`config.mk`:
```
export PLATFORM = sky130hd
export DESIGN_NAME = mem_port_arbiter
export DESIGN_NICKNAME = d
export VERILOG_FILES = /design/src/rtl/mem_port_arbiter.sv
export SDC_FILE = /design/constraint.sdc
export NUM_CORES = 1
export LEC_CHECK = 0
export BUFFER_PORTS_ARGS = -buffer_cell sky130_fd_sc_hd__buf_2
export CORE_MARGIN = 2
export CORE_UTILIZATION = 35
export CTS_CLUSTER_SIZE = 25
export DETAILED_ROUTE_END_ITERATION = 10
export PLACE_DENSITY_LB_ADDON = 0.1
export SKIP_LAST_GASP = 1
export SYNTH_ARGS = -nofsm -noshare
export SYNTH_HDL_FRONTEND = slang
export SYNTH_SLANG_ARGS = --single-unit
```
`constraint.sdc`:
```
create_clock -name clk_i -period 2.2 [get_ports clk_i]
set_input_delay 0.44 -clock clk_i [delete_from_list [all_inputs] [get_ports clk_i]]
set_output_delay 0.44 -clock clk_i [all_outputs]
set_load 0.005 [all_outputs]
```
`src/rtl/mem_port_arbiter.sv`:
```
// Shares one single-port memory bus between the CPU fetch and data ports.
// Each CPU step runs as one transaction: the data access first, then the fetch, then one DONE cycle.
module mem_port_arbiter #(
  parameter int unsigned TIMEOUT  = 255,
  parameter logic [31:0] ERR_DATA = 32'hDEADBEEF
) (
  input  logic        clk_i,
  input  logic        rst_i,
  input  logic        instr_rd_i,
  input  logic [31:0] instr_addr_i,
  output logic [31:0] instr_data_o,
  output logic        instr_ready_o,
  input  logic        data_rd_i,
  input  logic        data_wr_i,
  input  logic [31:0] data_addr_i,
  input  logic [31:0] data_wdata_i,
  input  logic [3:0]  data_be_i,
  output logic [31:0] data_rdata_o,
  output logic        data_ready_o,
  output logic        mem_req_o,
  output logic        mem_we_o,
  output logic [31:0] mem_addr_o,
  output logic [31:0] mem_wdata_o,
  output logic [3:0]  mem_be_o,
  input  logic [31:0] mem_rdata_i,
  input  logic        mem_ack_i,
  output logic        err_o
);

  localparam int unsigned CW   = ($clog2(TIMEOUT + 1) < 8) ? 8 : $clog2(TIMEOUT + 1);
  localparam int unsigned TLIM = (TIMEOUT == 0) ? 0 : TIMEOUT - 1;

  typedef enum logic [1:0] {IDLE, DATA, INSTR, DONE} state_t;

  state_t        state_q;
  logic          cap_instr_rd_q;
  logic [31:0]   cap_instr_addr_q;
  logic          cap_data_wr_q;
  logic          req_q;
  logic          we_q;
  logic [31:0]   addr_q;
  logic [31:0]   wdata_q;
  logic [3:0]    be_q;
  logic [31:0]   instr_buf_q;
  logic [31:0]   data_buf_q;
  logic [31:0]   instr_hold_q;
  logic [31:0]   data_hold_q;
  logic          err_q;
  logic [CW-1:0] cnt_q;
  logic          live_q;

  logic any_req;
  logic timeout_hit;
  logic xfer_end;

  assign any_req     = instr_rd_i | data_rd_i | data_wr_i;
  // The abort fires on the edge where the counter would reach TIMEOUT; an ack in that cycle wins.
  assign timeout_hit = (TIMEOUT != 0) && !mem_ack_i && (cnt_q == CW'(TLIM));
  assign xfer_end    = mem_ack_i | timeout_hit;

  always_ff @(posedge clk_i or negedge rst_i) begin
    if (!rst_i) begin
      state_q          <= IDLE;
      cap_instr_rd_q   <= 1'b0;
      cap_instr_addr_q <= '0;
      cap_data_wr_q    <= 1'b0;
      req_q            <= 1'b0;
      we_q             <= 1'b0;
      addr_q           <= '0;
      wdata_q          <= '0;
      be_q             <= '0;
      instr_buf_q      <= '0;
      data_buf_q       <= '0;
      instr_hold_q     <= '0;
      data_hold_q      <= '0;
      err_q            <= 1'b0;
      cnt_q            <= '0;
      live_q           <= 1'b0;
    end else begin
      live_q <= 1'b1;
      case (state_q)
        IDLE: begin
          if (any_req) begin
            cap_instr_rd_q   <= instr_rd_i;
            cap_instr_addr_q <= instr_addr_i;
            cap_data_wr_q    <= data_wr_i;
            cnt_q            <= '0;
            req_q            <= 1'b1;
            if (data_rd_i || data_wr_i) begin
              state_q <= DATA;
              we_q    <= data_wr_i;
              addr_q  <= data_addr_i;
              be_q    <= data_be_i;
              wdata_q <= data_wr_i ? data_wdata_i : 32'h0;
            end else begin
              state_q <= INSTR;
              we_q    <= 1'b0;
              addr_q  <= instr_addr_i;
              be_q    <= 4'hF;
              wdata_q <= 32'h0;
            end
          end
        end
        DATA: begin
          if (xfer_end) begin
            if (!cap_data_wr_q) data_buf_q <= mem_ack_i ? mem_rdata_i : ERR_DATA;
            if (timeout_hit) err_q <= 1'b1;
            cnt_q   <= '0;
            we_q    <= 1'b0;
            wdata_q <= 32'h0;
            // Fetch follows back-to-back: req stays high and only the address changes.
            if (cap_instr_rd_q) begin
              state_q <= INSTR;
              addr_q  <= cap_instr_addr_q;
              be_q    <= 4'hF;
            end else begin
              state_q <= DONE;
              req_q   <= 1'b0;
              addr_q  <= '0;
              be_q    <= '0;
            end
          end else begin
            cnt_q <= cnt_q + CW'(1);
          end
        end
        INSTR: begin
          if (xfer_end) begin
            instr_buf_q <= mem_ack_i ? mem_rdata_i : ERR_DATA;
            if (timeout_hit) err_q <= 1'b1;
            cnt_q   <= '0;
            state_q <= DONE;
            req_q   <= 1'b0;
            we_q    <= 1'b0;
            addr_q  <= '0;
            be_q    <= '0;
            wdata_q <= 32'h0;
          end else begin
            cnt_q <= cnt_q + CW'(1);
          end
        end
        DONE: begin
          state_q      <= IDLE;
          instr_hold_q <= instr_buf_q;
          data_hold_q  <= data_buf_q;
        end
        default: state_q <= IDLE;
      endcase
    end
  end

  assign mem_req_o     = req_q;
  assign mem_we_o      = we_q;
  assign mem_addr_o    = addr_q;
  assign mem_wdata_o   = wdata_q;
  assign mem_be_o      = be_q;
  assign err_o         = err_q;
  // Read data is only published in DONE so the CPU never sees a half-finished transaction.
  assign instr_data_o  = (state_q == DONE) ? instr_buf_q : instr_hold_q;
  assign data_rdata_o  = (state_q == DONE) ? data_buf_q : data_hold_q;
  assign instr_ready_o = live_q & ((state_q == DONE) | ((state_q == IDLE) & ~any_req));
  assign data_ready_o  = live_q & ((state_q == DONE) | ((state_q == IDLE) & ~any_req));

endmodule

```
==> results.txt <==
The worst hold margin is 115 ps. In the routed layout, each cell is associated on average with a via count of 4.85. The checks that failed: setup timing.

The first global-routing pass estimated 42200 um of wire. The highest fanout seen on the critical path works out to 8. In the routed design, unresolved DRC markers number 0. The logs give 0 for the count of final hold-check violations and 0.423 GHz for the fmax. The cell with the most instances after synthesis was sky130_fd_sc_hd__dfrtp_1. The remaining global-route overflow was 0; the synthesized area was 10100 sq um. TritonCTS built the clock tree. Of the cells placed in the final design, the portion with a size suffix greater than 1 is 50.3%. Sorting the synthesized cells by how often they occur yields sky130_fd_sc_hd__dfrtp_1 (244), sky130_fd_sc_hd__mux2_2 (103), sky130_fd_sc_hd__nand2_1 (53), sky130_fd_sc_hd__o22a_1 (48), sky130_fd_sc_hd__mux2i_1 (43). The cell taking the most area after synthesis was sky130_fd_sc_hd__dfrtp_1.

The logs give 0 for the initial antenna violation count and 8.56 ps for the worst clock skew on the final layout. Counting distinct cell types in the post-synthesis netlist gives 45. The total count of max-transition violations in the final report is 0, and the setup slack after layout is -163 ps. By startpoint and endpoint, the worst setup path is classified as reg -> out. Yosys attributes the largest share of cell area to sky130_fd_sc_hd__dfrtp_1 (60%), sky130_fd_sc_hd__mux2_2 (11%), sky130_fd_sc_hd__mux2_4 (4.5%).

At the placement stage, the worst setup path has a slack of 172 ps. The overall routed net length was 27500 um. The count of mapped cells out of synthesis was 724. Setup repair after global routing could not meet its margin everywhere. The core region is 28500 sq um. The detail route stage leaves a number of antenna-violating nets equal to 0.

After clock tree synthesis, the clock-pin slew on the worst setup and hold paths is 60 ps. The power density relative to cell area works out to 1670 nW/um^2. Final weighted congestion in routability-driven placement: 0.782.

The detailed-routing iteration count for the pre-antenna-repair pass was 4. After layout, the minimum clock period comes to 2360 ps. TritonCTS created 29 clock buffers. After synthesis, flip-flops and latches occupy 60.4% of the total area.

The number of synthesized flops with an enable pin came out at 0. During I/O placement, the number of pins put on the boundary was 275. The mean routed wirelength per cell is 18.9 um, and the number of vias in the routed layout is 7066. The number of maximum-capacitance constraint violations was 0; the die boundary height was 174 um.

STA classifies the critical path endpoint as an output port. The final layout contains 1196 nets. The clock net in this run drives a total of 244 sinks. The run gives 1 as the H-tree depth reported by CTS. Synthesis inferred 244 register bits. Of all flip-flops after synthesis, the portion carrying an async set or reset was 100%. The top flip-flop cell by instance count after synthesis was sky130_fd_sc_hd__dfrtp_1. STA puts the critical path data required time at 1760 ps. The detailed router finished its first iteration with 303 violations. The later pin in the worst-skew pair is clocked with a latency of 540 ps. The fraction of synthesized cell area taken by the top area cell type was 60.4%; the net count after synthesis was 869.

The clock passes through at most 3 buffers. Clock tree root buffer cell: sky130_fd_sc_hd__clkbuf_16. Once placement finished, the instance area stood at 12100 sq um. Setup violations remaining at the end of the flow were counted as 66. The share of the clock period used by the worst path was 107%; the largest net degree at the start of global routing was 63. The number of warnings issued by yosys was 0; the total leakage power was 6.82 nW.

The logs give 30300 sq um for the die area and 7430 for the number of global-route vias before repair. During placement, the flow inserted port buffers numbering 274. Once the floorplan was initialized, standard cells occupied 35.4% of the core. At the worst endpoint, the arrival time is 1920 ps. The synthesis-to-layout area growth is 41.1%, and the share of the core filled with cells in the final layout is 50.0%.

The mean post-synth cell area works out to 14.0 sq um. The type of the tightest min-delay check is in -> reg. The run finished, with violations left. After routing the design area is 14300 sq um.

Summed over all nets, the half-perimeter wirelength after detailed placement is 17100 um. The worst-case IR drop observed on VDD is 847 uV. For this run, the total global-route usage over all layers was measured as 17.4%. The accumulated negative setup slack is -8890 ps.

Including well taps, the total number of placed cells is 1366. The initialized floorplan defines 62 standard-cell rows. After the flow finishes, the layout carries non-filler instances totaling 1457. The width of the die was 174 um; the overall power consumption was 23.8 mW. The tools report the startpoint kind of the worst setup timing path as a flip-flop.
==> path summary, 6_finish.rpt <==
check | from | to | slack [ps] | cells past startpoint
setup / recovery | state_q[1]$_DFFE_PN0P_ | instr_data_o[31] | -160 | 5
hold / removal | data_wdata_i[9] | mem_wdata_o[9]$_DFFE_PN0P_ | 120 | 2
setup reg to reg | state_q[1]$_DFFE_PN0P_ | mem_addr_o[3]$_DFFE_PN0P_ | 90 | 10
hold reg to reg | err_o$_DFFE_PN0P_ | err_o$_DFFE_PN0P_ | 460 | 1
max in group asynchronous | rst_i | data_hold_q[7]$_DFF_PN0_ | 1050 | 3
min in group asynchronous | rst_i | instr_hold_q[25]$_DFF_PN0_ | 390 | 2
==> layout by cell type (no fill, tap or decap), drive strengths merged, types with 5 or more instances in the layout <==
cell      n
nand2    53
ha        7
mux2    133
a22o     42
o21ai    41
o22a     48
clkinv    5
nor2     17
inv      15
dfrtp   244
clkbuf   46
mux2i    43
buf     334
bufinv    5
==> layer usage <==
metal,GRT usage [%],routed length [um],up-vias
met2,27.3,12700,205
met3,4.62,1740,38
met5,0,0,-
li1,-,-,3273
met1,24.0,12400,3550
met4,4.10,577,0
==> sequential cells by signal, summed over array words and instances, names as in the netlist, 8 cells and up <==
signal            cells
mem_addr_o           32
instr_buf_q          32
cnt_q                 8
mem_wdata_o          32
data_hold_q          32
data_buf_q           32
cap_instr_addr_q     32
instr_hold_q         32
==> critical path, stage by stage (launching register included) <==
cell	delay [ps]
sky130_fd_sc_hd__dfrtp_1	420
sky130_fd_sc_hd__ha_4	200
sky130_fd_sc_hd__buf_12	140
sky130_fd_sc_hd__clkbuf_16	170
sky130_fd_sc_hd__mux2_4	320
sky130_fd_sc_hd__buf_6	120
==> timing repair <==
item                                   4_1_cts  5_1_grt
setup endpoints to repair                   66      102
endpoints found under the hold margin       38        0
hold buffers                                 1        0
gates resized for setup                     37      115
buffers inserted                            15       14
pin swaps                                    2        1
gates cloned                                 2        6
==> layout make-up <==
type / count / area [sq um]
diodes: 1 / 2.50
clock buffers: 41 / 831
clock inverters: 11 / 188
fillers: 2598 / 14300
inverters: 14 / 57.6
multi-input cells: 422 / 4000
flip-flops and latches: 244 / 6110
well taps: 384 / 480
repair buffers: 340 / 2620
==> report_power, final <==
group          leakage [nW]  total (mW)  switching [mW]  internal, mW
Sequential             2.95        7.58           0.989          6.59
Clock                 0.503        5.10            1.91          3.20
Combinational          3.37        11.2            4.48          6.69
==> logic make-up after synthesis <==
| logic type | Yosys count | synth area share, % |
|---|---|---|
| muxes | 176 | 20.2 |
| DFF | 244 | 60.4 |
| and+or+nand+nor | 91 | 4.14 |
| buffers and inverters | 58 | 3.15 |
| AOI/OAI and AO/OA | 144 | 11.0 |
| adders and majority gates | 7 | 0.866 |
| other | 1 | 0.0371 |
| xor gates and xnor gates | 3 | 0.260 |
Note: power is estimated with default switching activity, not from simulation.
